**config.mk**
```make
export PLATFORM = sky130hd
export DESIGN_NAME = dac_spi_serializer
export DESIGN_NICKNAME = d
export VERILOG_FILES = /design/src/rtl/dac_spi_serializer.sv
export SDC_FILE = /design/constraint.sdc
export NUM_CORES = 1
export LEC_CHECK = 0
export CAP_MARGIN = 15
export CELL_PAD_IN_SITES_DETAIL_PLACEMENT = 1
export CELL_PAD_IN_SITES_GLOBAL_PLACEMENT = 2
export CORE_ASPECT_RATIO = 2
export CORE_MARGIN = 2
export CORE_UTILIZATION = 38
export CTS_CLUSTER_SIZE = 20
export DETAILED_ROUTE_END_ITERATION = 16
export GPL_ROUTABILITY_DRIVEN = 0
export GPL_TIMING_DRIVEN = 0
export HOLD_SLACK_MARGIN = 0.1
export PLACE_DENSITY = 0.91
export SLEW_MARGIN = 20
export SYNTH_ARGS = -nofsm -noshare
export SYNTH_HDL_FRONTEND = slang
export SYNTH_SLANG_ARGS = --single-unit
```
**constraint.sdc**
```tcl
create_clock -name clk -period 4.5 [get_ports clk]
set_input_delay 0.9 -clock clk [delete_from_list [all_inputs] [get_ports clk]]
set_output_delay 0.9 -clock clk [all_outputs]
set_load 0.05 [all_outputs]
```
**src/rtl/dac_spi_serializer.sv**
```systemverilog
`default_nettype none
// dac_spi_serializer: ships 12-bit samples to a 16-bit-frame SPI DAC (data sampled on SCLK fall).
// Revision: 1.0
module dac_spi_serializer #(
   parameter int unsigned CLK_DIV   = 4,
   parameter logic [3:0]  CTRL_BITS = 4'b0000,
   parameter int unsigned SYNC_GAP  = 2
) (
   input  logic        clk,
   input  logic        rst,
   input  logic [11:0] sample_in,
   input  logic        sample_valid,
   output logic        sample_ready,
   output logic        dac_sclk,
   output logic        dac_sync_n,
   output logic        dac_din,
   output logic        frame_done
);

   typedef enum logic [1:0] {
      IDLE  = 2'd0,
      SHIFT = 2'd1,
      GAP   = 2'd2
   } state_t;

   localparam logic [7:0] c_DIV_LAST = 8'(CLK_DIV - 1);
   // The IDLE cycle that presents ready counts as the last sync-high cycle of the gap.
   localparam logic [7:0] c_GAP_LAST = (SYNC_GAP > 1) ? 8'(SYNC_GAP - 2) : 8'd0;
   localparam logic       c_GAP_SKIP = (SYNC_GAP <= 1);
   localparam logic [4:0] c_LAST_BIT = 5'd15;

   state_t      r_state, w_state_nxt;
   logic [7:0]  r_div,   w_div_nxt;
   logic [4:0]  r_bit,   w_bit_nxt;
   logic [7:0]  r_gap,   w_gap_nxt;
   logic [15:0] r_shift, w_shift_nxt;
   logic        r_sclk,  w_sclk_nxt;
   logic        r_sync_n, w_sync_n_nxt;
   logic        r_din,   w_din_nxt;
   logic        r_ready, w_ready_nxt;
   logic        r_done,  w_done_nxt;

   always_ff @(posedge clk) begin
      if (rst) begin
         r_state  <= IDLE;
         r_div    <= 8'd0;
         r_bit    <= 5'd0;
         r_gap    <= 8'd0;
         r_shift  <= 16'd0;
         r_sclk   <= 1'b1;
         r_sync_n <= 1'b1;
         r_din    <= 1'b0;
         r_ready  <= 1'b0;
         r_done   <= 1'b0;
      end else begin
         r_state  <= w_state_nxt;
         r_div    <= w_div_nxt;
         r_bit    <= w_bit_nxt;
         r_gap    <= w_gap_nxt;
         r_shift  <= w_shift_nxt;
         r_sclk   <= w_sclk_nxt;
         r_sync_n <= w_sync_n_nxt;
         r_din    <= w_din_nxt;
         r_ready  <= w_ready_nxt;
         r_done   <= w_done_nxt;
      end
   end

   always_comb begin
      w_state_nxt  = r_state;
      w_div_nxt    = r_div;
      w_bit_nxt    = r_bit;
      w_gap_nxt    = r_gap;
      w_shift_nxt  = r_shift;
      w_sclk_nxt   = r_sclk;
      w_sync_n_nxt = r_sync_n;
      w_din_nxt    = r_din;
      w_ready_nxt  = r_ready;
      w_done_nxt   = 1'b0;

      unique case (r_state)
         IDLE: begin
            w_sclk_nxt   = 1'b1;
            w_sync_n_nxt = 1'b1;
            w_ready_nxt  = 1'b1;
            if (sample_valid && r_ready) begin
               w_shift_nxt  = {CTRL_BITS, sample_in};
               w_din_nxt    = CTRL_BITS[3];
               w_sync_n_nxt = 1'b0;
               w_ready_nxt  = 1'b0;
               w_div_nxt    = 8'd0;
               w_bit_nxt    = 5'd0;
               w_state_nxt  = SHIFT;
            end
         end
         SHIFT: begin
            if (r_div == c_DIV_LAST) begin
               w_div_nxt  = 8'd0;
               w_sclk_nxt = ~r_sclk;
               // Rising edge: advance to the next bit, or close the frame after bit 15.
               if (!r_sclk) begin
                  if (r_bit == c_LAST_BIT) begin
                     w_sync_n_nxt = 1'b1;
                     w_done_nxt   = 1'b1;
                     w_din_nxt    = 1'b0;
                     w_gap_nxt    = 8'd0;
                     w_ready_nxt  = c_GAP_SKIP;
                     w_state_nxt  = c_GAP_SKIP ? IDLE : GAP;
                  end else begin
                     w_din_nxt   = r_shift[14];
                     w_shift_nxt = {r_shift[14:0], 1'b0};
                     w_bit_nxt   = r_bit + 5'd1;
                  end
               end
            end else begin
               w_div_nxt = r_div + 8'd1;
            end
         end
         GAP: begin
            if (r_gap == c_GAP_LAST) begin
               w_ready_nxt = 1'b1;
               w_state_nxt = IDLE;
            end else begin
               w_gap_nxt = r_gap + 8'd1;
            end
         end
         default: begin
            w_state_nxt = IDLE;
         end
      endcase
   end

   assign sample_ready = r_ready;
   assign dac_sclk     = r_sclk;
   assign dac_sync_n   = r_sync_n;
   assign dac_din      = r_din;
   assign frame_done   = r_done;

endmodule
`default_nettype wire

```
* Yosys cells after proc, flatten, opt, wreduce, memory -nomap -nowiden *
Index checks and enable logic that the tools add are counted.
Widths: inputs -> output; s select.

storage, ports and cells
  flip-flop bits (word level) = 43
  input port bits = 15
  output and inout port bits = 5
  word-level logic and storage cells = 84

cells by class
  $add $sub $neg = 3
  equality and inequality tests = 11
  mux-type cells = 42
  bitwise operators = 3
  reduce and logical (&&, ||, !) cells = 15

operator list
  operator             number
  $mux 15              4
  $mux 8               6
  $pmux 8 s2           2
  $pmux 15 s2          1
  $mux 5               4
  $reduce_and 5->1     4
  $add 8x1->8 const B  2
  $mux 1               14
  $ne 2x2->1 const B   7
  $mux 2               5
  $pmux 5 s2           1
  $eq 8x2->1 const B   1
  $logic_not 8->1      1
  $reduce_and 4->1     2
  $pmux 1 s2           3
  $pmux 2 s3           1
  $add 5x1->5 const B  1
  $eq 5x4->1 const B   1
  $reduce_and 2->1     2
  $reduce_bool 2->1    2
  $reduce_or 4->1      1
  $not 1->1            3
  $pmux 1 s3           1
  $reduce_bool 3->1    1
  other kinds (4)      4

* Longest topological paths before layout *
  depth in word-level cells = 5
  depth in mapped cells = 8
  depth with buffers taken out = 7

* Worst setup path before layout *
No wires, ideal clock.

  kind = input to register
  start = in sample_valid
  end = reg r_div[7]
  data arrival time = 1,899 ps
  required time = 4,409 ps
  setup slack = 2,510 ps
  stages = 4
  path buffers = 0
  cells stage by stage = a21boi_0 -> a211oi_1 -> o21ai_0 -> a311oi_1

on the way
  word-level cells in the longest chain between the ends = 3

RTL lines
  item                               RTL line  text
  start: declaration                 12        input logic sample_valid,
  $logic_and 1x1->1                  86        if (sample_valid && r_ready) begin
  $ne 2x2->1 (no source line)        -
  $reduce_and 2->1 (no source line)  -
  end signal: assignment             57        r_div <= w_div_nxt;
  end: declaration                   33        logic [7:0] r_div, w_div_nxt;

Every way passes these cells.
A chain may end at the register's enable or synchronous reset.

* Final worst setup path *
Ends and elaborated chain as after synthesis.

==> results <==
- The largest individual stage delay along the critical path comes from the cell sky130_fd_sc_hd__a211oi_1.
- The area share of the leading cell type in the synthesized netlist is 37.1%.
- Gates resized during post-CTS repair numbered 0.
- Adding up every negative setup slack in the final design gives 0 ps.
- The number of maximum-capacitance constraint violations is 0.
- Counting flops with a built-in enable in the synthesized netlist gives 0.
- The filler cell count is 702.
- The clock period minus final worst setup slack is 2590 ps.
- Setup repair after global routing left no endpoint under its margin.
- The worst-case reg-to-reg path depth is 8.
- The maximum clock rate is 386 MHz.
- Of all flip-flops after synthesis, the portion carrying an async set or reset was 0%.
- Global routing consumed, over all layers together, 21.2% of the routing resources.
- The worst setup path is captured at a flip-flop.
- The repair_antennas step left the layout with diodes totalling 0.
- Detailed placement finished with a half-perimeter wire length of 4.88 mm.
- The worst path setup slack after routing is 1910 ps.
- On the final layout, the worst clock skew is 7.01 ps.
- In this design, the stage delay of the slowest critical-path cell is 670 ps.
- At the end of the flow, the number of nets in the layout was 309.
- The max-slew violation total from the final report is 0.
- After layout, the worst path uses 57.6% of the clock period.
- The critical path class is input pin to flip-flop.
- The total congestion overflow is 0.
- sky130_fd_sc_hd__dfxtp_1 takes more of the synthesized area than any other cell.
- In this run the count of I/O pins placed on the die edge is 20.
- The library cell with the highest instance count after synthesis is sky130_fd_sc_hd__dfxtp_1.
- Of all nets on the critical path, the largest fanout is 6.
- The worst hold path stage count is 2.
- Counting along the longest clock path gives a buffer depth of 2.
- The quantity of I/O buffers inserted on ports is 18.
- The fraction of power consumed by combinational cells is 42.4%.
- Counting instances in the post-synthesis netlist gives the leading cell types as 43 x sky130_fd_sc_hd__dfxtp_1, 26 x sky130_fd_sc_hd__a21oi_1, 18 x sky130_fd_sc_hd__nor2_1, 14 x sky130_fd_sc_hd__a211oi_1, 14 x sky130_fd_sc_hd__mux2i_1.
- The proportion of total power due to net switching is 41.2%.
- The wire length of the first global-routing pass is 10.8 mm.
- The power density over cell area is 532 mW/mm^2.
- After detailed routing, the average wire length per cell comes to 18.6 um.
- The kind of start point of the critical path is an input pin.
- From synthesis to final layout, the design area changed by 17.3%.
- The via count normalized by instance count is 6.07.
- For this block, the routed nets add up to 6.51 mm of wire.
- The slew at the pin closest to its max-slew limit is 763 ps.
- The switching power total is 0.000596 W.
- The number of setup violations in the final report is 0.
- In this run the standard cell core region covers 0.00596 mm^2.
- The die extent in x is 59.2 um.
- The setup slack after placement is 1590 ps.
- After floorplanning, the core was divided into 40 placement rows.
- The path class of the tightest hold or removal check is flip-flop to flip-flop.
- The part of the total power dissipated in sequential elements is 32.9%.
- The routed layout has 2118 vias.
- The number of antenna-violating nets in the routed design is 0.
- The share of synthesized area occupied by flip-flops and latches is 37.1%.
- Buffers inserted to repair hold after CTS numbered 0.
- The internal portion of the total power is 0.000850 W.
- The via count of the first global-routing pass is 2178.
- Yosys attributes the largest share of cell area to sky130_fd_sc_hd__dfxtp_1 37%, sky130_fd_sc_hd__mux2i_1 6.0%, sky130_fd_sc_hd__a21oi_1 5.6%.
- The number of antenna violations at the first check in global routing is 0.
- After detailed routing, the number of remaining DRC violations is 0.
- The flip-flop and latch count after synthesis is 43.
- The net count after synthesis is 284.
- At the worst endpoint, the required time is 4700 ps.
- The TritonCTS clock tree is built.
- The leakage power figure is 0.901 nW.
- The warning count from the yosys run is 0.
- The number of distinct library cells after synthesis is 51.
- The per-instance average area after synthesis is 8.92 um^2.
- The die outline area is 0.00678 mm^2.
- The clock-pin transition on the worst setup and hold timing paths is 60 ps.
- The most frequently used flop master after synthesis is sky130_fd_sc_hd__dfxtp_1.
- The clock latency reported for the late side of the worst-skew pair is 290 ps.
- The clock network burns 24.7% of the power.
- The mapped netlist covers 0.00232 mm^2.
- The worst-case IR drop observed on VDD is 0.271 mV.
- The die span in y is 114 um.
- Before antenna repair, the detailed router went through 4 iterations.
- The maximum level of the CTS H-tree is 2.
- The number of endpoints with negative hold slack in the final report is 0.
- The clock tree root driver cell is sky130_fd_sc_hd__clkbuf_16.
- The flow ran to the end, and the final reports show no timing, DRC or antenna violations.
- The arrival time at the worst endpoint is 2790 ps.
- The number of clock sinks seen by CTS is 43.
- Headroom to the max-slew limit came out at 49.2%.
- For this configuration, the core starts out at a cell density of 38.9%.
- In the synthesized netlist, the number of instances is 260.
- Buffers inserted during clock tree synthesis total 5.
- In this run, the number of DRC markers left after iteration 0 of detailed routing was 56.
- The largest net degree at the start of global routing is 14.
- The number of setup buffers added after CTS is 0.
- The layout cell share with drive strength beyond 1 is 8.04%.
- The critical path goes through clkdlybuf4s50_1, a21boi_0, a211oi_1, o21ai_0, a311oi_1.
-- final cells by class --
cell class | count | area [um^2] | share of cell area [%]
Tap cell | 63 | 78.8 | 2.90
Timing Repair Buffer | 18 | 180 | 6.63
Inverter | 12 | 45.0 | 1.66
Clock inverter | 2 | 12.5 | 0.460
Buffer | 16 | 103 | 3.77
Sequential cell | 43 | 861 | 31.7
Clock buffer | 6 | 129 | 4.74
Multi-Input combinational cell | 189 | 1310 | 48.2
-- worst paths after layout --
path | to | start | slack, ps
worst max-delay path | r_div[7] | sample_valid | 1910
worst min-delay path | r_shift[12] | r_shift[12] | 480
worst max register to register | r_shift[8] | r_bit[0] | 2060
worst min register to register | r_shift[12] | r_shift[12] | 480
-- layer usage --
metal	vias up	part of all wire, %	track usage, %
li1	1034	-	-
met1	1046	39	21.7
met2	25	57	39.5
met3	13	1.6	3.28
met4	0	2.9	9.85
met5	-	0	0
-- layout by cell type, fill, tap and decap left out, types with 7 or more instances in the layout --
master,n
sky130_fd_sc_hd__dfxtp_1,43
sky130_fd_sc_hd__a21oi_1,26
sky130_fd_sc_hd__nor2_1,18
sky130_fd_sc_hd__clkdlybuf4s50_1,18
sky130_fd_sc_hd__a211oi_1,14
sky130_fd_sc_hd__mux2i_1,14
sky130_fd_sc_hd__inv_1,12
sky130_fd_sc_hd__o21ai_0,12
sky130_fd_sc_hd__nand3_1,10
sky130_fd_sc_hd__nand2_1,9
sky130_fd_sc_hd__ha_1,9
sky130_fd_sc_hd__nand4_1,8
sky130_fd_sc_hd__clkbuf_1,7
sky130_fd_sc_hd__a31oi_1,7
sky130_fd_sc_hd__o31ai_1,7
-- logic make-up after synthesis --
group | after synthesis | share of synthesized area (%)
buffers and inverters | 28 | 6.37
multiplexers | 14 | 6.04
AND/OR/NAND/NOR | 77 | 19.8
XOR/XNOR | 4 | 1.51
adder cells (fa/ha/maj) | 9 | 4.86
AO/OA/AOI/OAI | 85 | 24.3
flip-flops | 43 | 37.1
-- metrics by stage --
stage | power, W | std cells | cell area [um^2] | hold slack [ps] | util (%)
after floorplan | 0.000911 | 260 | 2320 | 447 | -
after global placement | 0.00108 | 341 | 2580 | 467 | 43.3
after detailed placement | 0.00109 | 341 | 2580 | 476 | 43.3
after CTS | 0.00146 | 349 | 2720 | 488 | 45.7
after global routing | 0.00154 | 349 | 2720 | 513 | 45.7
final | 0.00145 | 349 | 2720 | 480 | 45.7
-- registers in the layout, indices dropped and copies added, names as in the netlist --
name,count
dac_din,1
dac_sclk,1
dac_sync_n,1
frame_done,1
r_bit,5
r_div,8
r_gap,8
r_shift,15
r_state,2
sample_ready,1
-- worst max-delay path: cells and delay by family --
family,cells,cell delay (ps)
compound gates,4,1400
buf+inv,1,500
-- power groups by stage --
stage	clock [W]	combinational (W)	sequential, W
after floorplan	0	0.000413	0.000499
after global placement	0	0.000601	0.000482
after detailed placement	0	0.000611	0.000483
after CTS	0.000367	0.000618	0.000476
after global routing	0.000383	0.000673	0.000483
final	0.000358	0.000613	0.000475
Power figures use the tool's default switching activity.
